## src/rtl/ctrl_opcode_encoder_pkg.sv

```systemverilog
// Shared constants for the control-bundle re-encoder: field positions, legal
// bundles, opcodes and the bundle-to-opcode map.
package ctrl_pkg;

  localparam int unsigned CTRL_W = 9;

  localparam int unsigned CTRL_REGDST   = 8;
  localparam int unsigned CTRL_REGWRITE = 7;
  localparam int unsigned CTRL_ALUSRC   = 6;
  localparam int unsigned CTRL_BRANCH   = 5;
  localparam int unsigned CTRL_MEMREAD  = 4;
  localparam int unsigned CTRL_MEMWRITE = 3;
  localparam int unsigned CTRL_MEMTOREG = 2;
  localparam int unsigned CTRL_ALUOP_HI = 1;
  localparam int unsigned CTRL_ALUOP_LO = 0;

  localparam logic [5:0] OP_RTYPE   = 6'h00;
  localparam logic [5:0] OP_LW      = 6'h23;
  localparam logic [5:0] OP_SW      = 6'h2B;
  localparam logic [5:0] OP_BEQ     = 6'h04;
  localparam logic [5:0] OP_ORI     = 6'h0D;
  localparam logic [5:0] OP_ILLEGAL = 6'h3F;

  // Bundles built from field positions so they read like the decoder's truth table
  localparam logic [CTRL_W-1:0] CTRL_RTYPE = CTRL_W'((1 << CTRL_REGDST) | (1 << CTRL_REGWRITE)
                                                   | (1 << CTRL_ALUOP_HI));
  localparam logic [CTRL_W-1:0] CTRL_LW    = CTRL_W'((1 << CTRL_REGWRITE) | (1 << CTRL_ALUSRC)
                                                   | (1 << CTRL_MEMREAD) | (1 << CTRL_MEMTOREG));
  localparam logic [CTRL_W-1:0] CTRL_SW    = CTRL_W'((1 << CTRL_ALUSRC) | (1 << CTRL_MEMWRITE));
  localparam logic [CTRL_W-1:0] CTRL_BEQ   = CTRL_W'((1 << CTRL_BRANCH) | (1 << CTRL_ALUOP_LO));
  localparam logic [CTRL_W-1:0] CTRL_ORI   = CTRL_W'((1 << CTRL_REGWRITE) | (1 << CTRL_ALUSRC)
                                                   | (1 << CTRL_ALUOP_HI) | (1 << CTRL_ALUOP_LO));

  typedef struct packed {
    logic       illegal;
    logic [5:0] opcode;
  } enc_t;

  // Exact match only: any stray bit makes the bundle illegal.
  function automatic enc_t ctrl_to_opcode(input logic [CTRL_W-1:0] ctrl);
    enc_t r;
    r.illegal = 1'b0;
    case (ctrl)
      CTRL_RTYPE: r.opcode = OP_RTYPE;
      CTRL_LW:    r.opcode = OP_LW;
      CTRL_SW:    r.opcode = OP_SW;
      CTRL_BEQ:   r.opcode = OP_BEQ;
      CTRL_ORI:   r.opcode = OP_ORI;
      default: begin
        r.opcode  = OP_ILLEGAL;
        r.illegal = 1'b1;
      end
    endcase
    return r;
  endfunction

endpackage

```

## src/rtl/ctrl_opcode_encoder_if.sv

```systemverilog
// Valid/ready streams of the re-encoder: control bundles in, opcodes out.
interface ctrl_opcode_encoder_if;
  logic       in_valid;
  logic       in_ready;
  logic [8:0] in_ctrl;
  logic       out_valid;
  logic       out_ready;
  logic [5:0] out_opcode;
  logic       out_illegal;

  modport master (
    output in_valid, in_ctrl, out_ready,
    input  in_ready, out_valid, out_opcode, out_illegal
  );

  modport slave (
    input  in_valid, in_ctrl, out_ready,
    output in_ready, out_valid, out_opcode, out_illegal
  );
endinterface

```

## src/rtl/ctrl_opcode_encoder_sync_fifo.sv

```systemverilog
// Single-clock FIFO with separate occupancy count and synchronous flush;
// refuses pushes when full and pops when empty or flushing.
module sync_fifo #(
  parameter int unsigned WIDTH = 7,
  parameter int unsigned DEPTH = 4
) (
  input  logic             clk,
  input  logic             rst_n,
  input  logic             flush,
  input  logic             push,
  input  logic             pop,
  input  logic [WIDTH-1:0] wdata,
  output logic [WIDTH-1:0] rdata,
  output logic             full,
  output logic             empty
);

  localparam int unsigned PTR_W = $clog2(DEPTH);
  localparam int unsigned CNT_W = $clog2(DEPTH + 1);
  localparam logic [PTR_W-1:0] PTR_ONE  = PTR_W'(1);
  localparam logic [CNT_W-1:0] CNT_ONE  = CNT_W'(1);
  localparam logic [CNT_W-1:0] CNT_FULL = CNT_W'(DEPTH);

  logic [WIDTH-1:0] mem [DEPTH];
  logic [PTR_W-1:0] rd_ptr;
  logic [PTR_W-1:0] wr_ptr;
  logic [CNT_W-1:0] count;
  logic             do_push;
  logic             do_pop;

  assign full    = (count == CNT_FULL);
  assign empty   = (count == '0);
  assign do_push = push && !full && !flush;
  assign do_pop  = pop && !empty && !flush;
  assign rdata   = mem[rd_ptr];

  always_ff @(posedge clk or negedge rst_n) begin
    if (!rst_n) begin
      rd_ptr <= '0;
      wr_ptr <= '0;
      count  <= '0;
    end else if (flush) begin
      rd_ptr <= '0;
      wr_ptr <= '0;
      count  <= '0;
    end else begin
      if (do_push) wr_ptr <= wr_ptr + PTR_ONE;
      if (do_pop)  rd_ptr <= rd_ptr + PTR_ONE;
      case ({do_push, do_pop})
        2'b10:   count <= count + CNT_ONE;
        2'b01:   count <= count - CNT_ONE;
        default: count <= count;
      endcase
    end
  end

  // Storage is reset so the head reads as zero straight out of reset.
  always_ff @(posedge clk or negedge rst_n) begin
    if (!rst_n) begin
      for (int unsigned i = 0; i < DEPTH; i++) mem[i] <= '0;
    end else if (do_push) begin
      mem[wr_ptr] <= wdata;
    end
  end

endmodule

```

## src/rtl/ctrl_opcode_encoder.sv

```systemverilog
// Re-encodes captured control bundles into MIPS opcodes through a small FIFO.
// Define CTRL_ENC_ERRCNT_EN to add the saturating err_cnt illegal-bundle counter.
module ctrl_opcode_encoder
  import ctrl_pkg::*;
#(
  parameter int unsigned DEPTH = 4,
  parameter int unsigned CNT_W = 8
) (
  input  logic                  clk,
  input  logic                  rst_n,
  input  logic                  flush,
  ctrl_opcode_encoder_if.slave  bus
`ifdef CTRL_ENC_ERRCNT_EN
  ,
  output logic [CNT_W-1:0]      err_cnt
`endif
);

  if (DEPTH < 2 || (DEPTH & (DEPTH - 1)) != 0 || CNT_W < 1) begin : g_bad_cfg
    $error("ctrl_opcode_encoder: DEPTH must be a power of two >= 2 and CNT_W >= 1");
  end

  enc_t enc;
  enc_t head;
  logic push;
  logic pop;
  logic full;
  logic empty;

  assign enc          = ctrl_to_opcode(bus.in_ctrl);
  assign bus.in_ready = !full && !flush;
  assign push         = bus.in_valid && bus.in_ready;
  assign bus.out_valid = !empty;
  assign pop          = bus.out_valid && bus.out_ready;
  assign bus.out_opcode  = head.opcode;
  assign bus.out_illegal = head.illegal;

  sync_fifo #(
    .WIDTH(7),
    .DEPTH(DEPTH)
  ) u_fifo (
    .clk  (clk),
    .rst_n(rst_n),
    .flush(flush),
    .push (push),
    .pop  (pop),
    .wdata(enc),
    .rdata(head),
    .full (full),
    .empty(empty)
  );

`ifdef CTRL_ENC_ERRCNT_EN
  always_ff @(posedge clk or negedge rst_n) begin
    if (!rst_n) begin
      err_cnt <= '0;
    end else if (push && enc.illegal && (err_cnt != '1)) begin
      err_cnt <= err_cnt + CNT_W'(1);
    end
  end
`endif

endmodule
```

## src/flat_wrapper.sv

```systemverilog
// flat-port wrapper written by rule: the top's interface ports become plain ports
module ctrl_opcode_encoder_flat import ctrl_pkg::*;
#(
  parameter int unsigned DEPTH = 4,
  parameter int unsigned CNT_W = 8
)
  (clk, rst_n, flush, bus_in_valid, bus_in_ctrl, bus_out_ready, bus_in_ready, bus_out_valid, bus_out_opcode, bus_out_illegal);
  ctrl_opcode_encoder_if bus_i ();
  input  logic clk;
  input  logic rst_n;
  input  logic flush;
  input wire logic [$bits(bus_i.in_valid)-1:0] bus_in_valid;
  input wire logic [$bits(bus_i.in_ctrl)-1:0] bus_in_ctrl;
  input wire logic [$bits(bus_i.out_ready)-1:0] bus_out_ready;
  output wire logic [$bits(bus_i.in_ready)-1:0] bus_in_ready;
  output wire logic [$bits(bus_i.out_valid)-1:0] bus_out_valid;
  output wire logic [$bits(bus_i.out_opcode)-1:0] bus_out_opcode;
  output wire logic [$bits(bus_i.out_illegal)-1:0] bus_out_illegal;
  assign bus_i.in_valid = bus_in_valid;
  assign bus_i.in_ctrl = bus_in_ctrl;
  assign bus_i.out_ready = bus_out_ready;
  assign bus_in_ready = bus_i.in_ready;
  assign bus_out_valid = bus_i.out_valid;
  assign bus_out_opcode = bus_i.out_opcode;
  assign bus_out_illegal = bus_i.out_illegal;
  ctrl_opcode_encoder #(.DEPTH(DEPTH), .CNT_W(CNT_W)) u_core (.clk(clk), .rst_n(rst_n), .flush(flush), .bus(bus_i));
endmodule
```

## config.mk

```make
export PLATFORM = sky130hd
export DESIGN_NAME = ctrl_opcode_encoder_flat
export DESIGN_NICKNAME = d
export VERILOG_FILES = /design/src/rtl/ctrl_opcode_encoder_pkg.sv /design/src/rtl/ctrl_opcode_encoder_if.sv /design/src/rtl/ctrl_opcode_encoder_sync_fifo.sv /design/src/rtl/ctrl_opcode_encoder.sv /design/src/flat_wrapper.sv
export SDC_FILE = /design/constraint.sdc
export NUM_CORES = 1
export LEC_CHECK = 0
export ABC_AREA = 1
export BUFFER_PORTS_ARGS = -buffer_cell sky130_fd_sc_hd__clkbuf_2
export CAP_MARGIN = 25
export CORE_MARGIN = 2
export CORE_UTILIZATION = 35
export CTS_CLUSTER_DIAMETER = 40
export DETAILED_ROUTE_END_ITERATION = 6
export GPL_ROUTABILITY_DRIVEN = 0
export PLACE_DENSITY = 0.58
export SYNTH_ARGS = -nofsm -noshare
export SYNTH_HDL_FRONTEND = slang
export SYNTH_SLANG_ARGS = --single-unit
```

## constraint.sdc

```tcl
create_clock -name clk -period 5.6 [get_ports clk]
set_clock_uncertainty 0.1 [all_clocks]
set_input_delay 1.4 -clock clk [delete_from_list [all_inputs] [get_ports clk]]
set_output_delay 1.4 -clock clk [all_outputs]
set_load 0.1 [all_outputs]
```

-- After elaboration in Yosys (flattened, before gate mapping)
Cells that the tools add are included.
- output and inout bits: 9
- bits of input ports: 14
- flip-flop bits (word level): 35
- logic and storage cells: 54
- reductions and logical operators: 16
- bitwise operators: 2
- equal/unequal tests: 8
- add/sub/neg operators: 4
- $lt $le $gt $ge: 3
- muxes and demuxes: 14
- operators with widths (kind ; number):
    6-bit one-hot mux with 5 select lines ; 1
    28-bit bitwise mux ; 1
    7-bit 2-to-1 mux ; 3
    9-bit by 8-bit equality test with 1-bit output (second input constant) ; 2
    7-bit binary-select mux with 2-bit select ; 1
    7-bit demux with 2-bit select ; 1
    9-bit by 6-bit equality test with 1-bit output (second input constant) ; 1
    9-bit by 7-bit equality test with 1-bit output (second input constant) ; 1
    9-bit equality test (second input constant) ; 1
    1-bit logical AND ; 8
    2-bit 2-to-1 mux ; 4
    3-bit greater-or-equal comparator (second input constant) ; 2
    2-bit NOT with 3-bit output ; 2
    3-bit one-hot mux with 2 select lines ; 1
    5-bit OR reduction ; 1
    2-bit by 1-bit adder with 2-bit output (second input constant) ; 2
    2-bit nonzero test ; 2
    3-bit by 1-bit adder with 3-bit output (second input constant) ; 1
    3-bit equality test (second input constant) ; 1
    1-bit zero test ; 3
    3-bit zero test ; 1
    3-bit by 1-bit < comparator with 1-bit output (second input constant) ; 1
    3-bit 2-to-1 mux ; 1
    3-bit nonzero test ; 1
    4 further kinds ; 4

-- Longest topological paths before layout
- word-level depth: 9
- mapped depth: 13
- mapped depth without buffers: 13

-- Hierarchy
From an unflattened synthesis, not the netlist that was laid out.
- cell total of the unflattened synthesis: 267
- area total of the unflattened synthesis: 2078.2 µm²
- by module, submodules not included (module ; times used ; seq. area each (µm²) ; area each (µm²) ; cells each):
    sync_fifo ; 1 ; 875.8 ; 1741.7 ; 196
    ctrl_opcode_encoder ; 1 ; 0.0 ; 336.6 ; 71

-- Least setup slack after synthesis
Ideal clock, no wire load.
- kind: input to output
- start point: input port flush
- end point: output port bus_in_ready
- data required time: 4.100 ns
- path slack: 1.206 ns
- stages on the path: 1
- buffers on the path: 0
- arrival time: 2.894 ns
- path through: a21oi_1
- word-level cells in the longest chain between the ends: 2
- ends and longest elaborated chain (item ; line ; RTL):
    from (decl) ; flat_wrapper.sv:11 ; input logic flush;
    1-bit zero test ; ctrl_opcode_encoder.sv:31 ; assign bus.in_ready = !full && !flush;
    1-bit logical AND ; ctrl_opcode_encoder.sv:31 ;
    to (decl) ; flat_wrapper.sv:15 ; output wire logic [$bits(bus_i.in_ready)-1:0] bus_in_ready;
No other way between the ends.

-- Final worst setup path
Ends and elaborated chain as after synthesis.

==> summary.txt <==
Run status
  • Status: completed

Clock tree
  • CTS Root Buffer Type: clkbuf_8
  • TritonCTS clock tree: done
  • H-tree levels: 2
  • # Post-CTS Setup Buffers: 0
  • CTS sink cnt: 31
  • PostCTS Resize Cnt: 0
  • Clk buf depth: 2
  • CTS Buf Count: 5
  • Worst-Skew Late Latency: 0.28 ns
  • Clk slew on worst S/H paths: 0.06 ns
  • # hold bufs at CTS: 0

GRT
  • Antenna violations before repair: 0
  • Congestion Overflow GR: 0
  • Vias in the first global route: 1389
  • First-pass GRT wire length: 6755 µm
  • Pin count of the biggest net entering global routing: 32
  • GRT Util Overall: 16.11%

Timing
  • Hold Vio Cnt, Final: 0
  • Unrepaired setup endpoints after global routing: false
  • Slew @ Worst Pin: 0.7698 ns
  • Period Utilization, post-route: 66.21%
  • Final Setup Violations: 0
  • Slew HR: 48.68%
  • Final setup margin: 1.892 ns
  • Tmin final: 3.708 ns
  • Maximum clock frequency: 269.7 MHz
  • Post-Route Setup TNS: 0 ns
  • Final Max Slew Viols: 0

Routing
  • # DRC: 0
  • Iter 0 DRT Violations: 61
  • DR vias: 1550
  • Total iterations of the first detailed-routing run: 4
  • Via density: 4.532
  • ANT nets after route: 0
  • Total Wirelength: 4003 µm
  • DR WL/cell: 11.70 µm

Logic synthesis
  • Syn_nets: 265
  • Top-area cell type share of the netlist area: 42.94%
  • Cell Area, Synth: 0.001807 mm²
  • Synthesized instance count: 246
  • Top cell type by total area after synthesis: dfrtp_1
  • Sequential area share after synthesis: 42.94%
  • Main area contributors after synthesis: dfrtp_1 (43%), nand2_1 (18%), nor2_1 (5.8%)
  • Ys Warns: 0
  • Syn avg cell area: 7.344 µm²
  • Post-synthesis register bit count: 31
  • Cell variety after synth: 25

Worst setup path
  • Setup slack, reg-to-reg: 3.56 ns
  • CP top delay family: buffers and inverters
  • Crit path capture type: output port
  • Data required time of the worst path: 4.10 ns
  • Worst-path fanout max: 5
  • Most used cell, CP: clkbuf_2
  • Critical path startpoint category: input port
  • Slowest-stage cell, CP: clkbuf_2
  • Crit-path max cell delay: 0.48 ns
  • Setup CP Type: input port to output port
  • Crit path cell chain: clkbuf_2 -> a21oi_1 -> clkbuf_2
  • Worst Path Arrival: 2.21 ns
  • Buf/Inv on CP: 2

Layout
  • Storage element area: 775.7 µm²
  • Synth-to-Final Area Change: 14.96%
  • ANT cells: 0
  • Cell area after layout: 0.002077 mm²
  • Final core utilization: 41.19%
  • Area of the multi-input gates: 905.9 µm²
  • Nets: 291
  • Fillcell total: 536
  • Share of cells above drive strength 1: 18.38%

Floorplan
  • Core area: 0.005042 mm²
  • Die W: 75.85 µm
  • Die area: 0.005752 mm²
  • Initial Utilization: 35.83%
  • Top Ports: 23
  • FP Rows: 26
  • Die height: 75.85 µm

Pwr
  • Worst VDD drop: 132.5 µV
  • Leakage: 1.156 nW
  • Power per Cell Area: 399.6 mW/mm²

Placed design
  • Port bufs: 22
  • Placement Setup Slack: 1.889 ns
  • Post-DP HPWL: 3010 µm
  • Placed instance area: 0.001989 mm²

Min path
  • Worst min-delay path class: flop to flop

Run
  • Max-Cap Viols: 0
## worst min-delay path: stages, from the launching register on
cell and delay, ns:
dfrtp_1 0.34, nand2_1 0.05, nand2_1 0.05
## synth_stat cells (all sizes together)
cell and n:
a21oi 4, buf 1, inv 28, o22ai 6
xnor2 1, nor2 30, nand2 96, clkbuf 2
o21ai 23, nand3 18, dfrtp 31, ha 4
fa 1, nor3 1
## sequential cells by signal (all words and copies together), names as in the netlist
register	flops
u_core.u_fifo.count	3
u_core.u_fifo.mem	24
u_core.u_fifo.rd_ptr	2
u_core.u_fifo.wr_ptr	2
## cell type report
| class | count | area share (%) |
|---|---|---|
| multi-input combinational | 184 | 43.61 |
| sequential | 31 | 37.35 |
| timing repair buffer | 22 | 5.301 |
| inverter | 28 | 5.301 |
| tap | 70 | 4.217 |
| clock buffer | 6 | 3.976 |
| clock inverter | 1 | 0.2410 |
## worst paths after layout
kind | startpoint | end | cells after the start
worst max-delay path | flush | bus_in_ready | 3
worst min-delay path | u_core.u_fifo.mem[12]$_DFFE_PN0P_ | u_core.u_fifo.mem[12]$_DFFE_PN0P_ | 2
worst max register to register | u_core.u_fifo.count[0]$_DFFE_PN0P_ | u_core.u_fifo.count[2]$_DFFE_PN0P_ | 13
worst min register to register | u_core.u_fifo.mem[12]$_DFFE_PN0P_ | u_core.u_fifo.mem[12]$_DFFE_PN0P_ | 2
max in group asynchronous | rst_n | u_core.u_fifo.mem[16]$_DFFE_PN0P_ | 1
min in group asynchronous | rst_n | u_core.u_fifo.wr_ptr[0]$_DFFE_PN0P_ | 1
## per-stage QoR
step	cells	power (mW)	hold WS [ns]
6_report	342	0.8300	0.3799
3_5_place_dp	335	0.6592	0.3662
3_3_place_gp	335	0.6531	0.3591
5_1_grt	342	0.8842	0.4055
4_1_cts	342	0.8375	0.3811
2_1_floorplan	246	0.5983	0.3436
## power breakdown
group          internal, mW  total, mW  switching, mW
clock                0.0962      0.177         0.0805
sequential            0.295      0.340         0.0451
combinational        0.0699      0.313          0.243
## placed cells by master, fill, tap and decap left out, drive strengths merged
| master | count |
|---|---|
| a21oi | 4 |
| clkbuf | 28 |
| clkinv | 1 |
| dfrtp | 31 |
| fa | 1 |
| ha | 4 |
| inv | 28 |
| nand2 | 96 |
| nand3 | 18 |
| nor2 | 30 |
| nor3 | 1 |
| o21ai | 23 |
| o22ai | 6 |
| xnor2 | 1 |
## cells by family after synthesis
kind of cell	synth area share, %
and+or+nand+nor	35.60
AOI/OAI and AO/OA	10.18
buffers and inverters	6.926
DFF	42.94
adders and majority gates	3.878
xor gates and xnor gates	0.4849
## per-layer routing
metal	part of all wire, %	global-route usage, %
met1	49	24.28
met2	44	22.03
met3	4.8	3.175
met4	2.0	7.212
met5	0	0
Power figures use the tool's default switching activity.
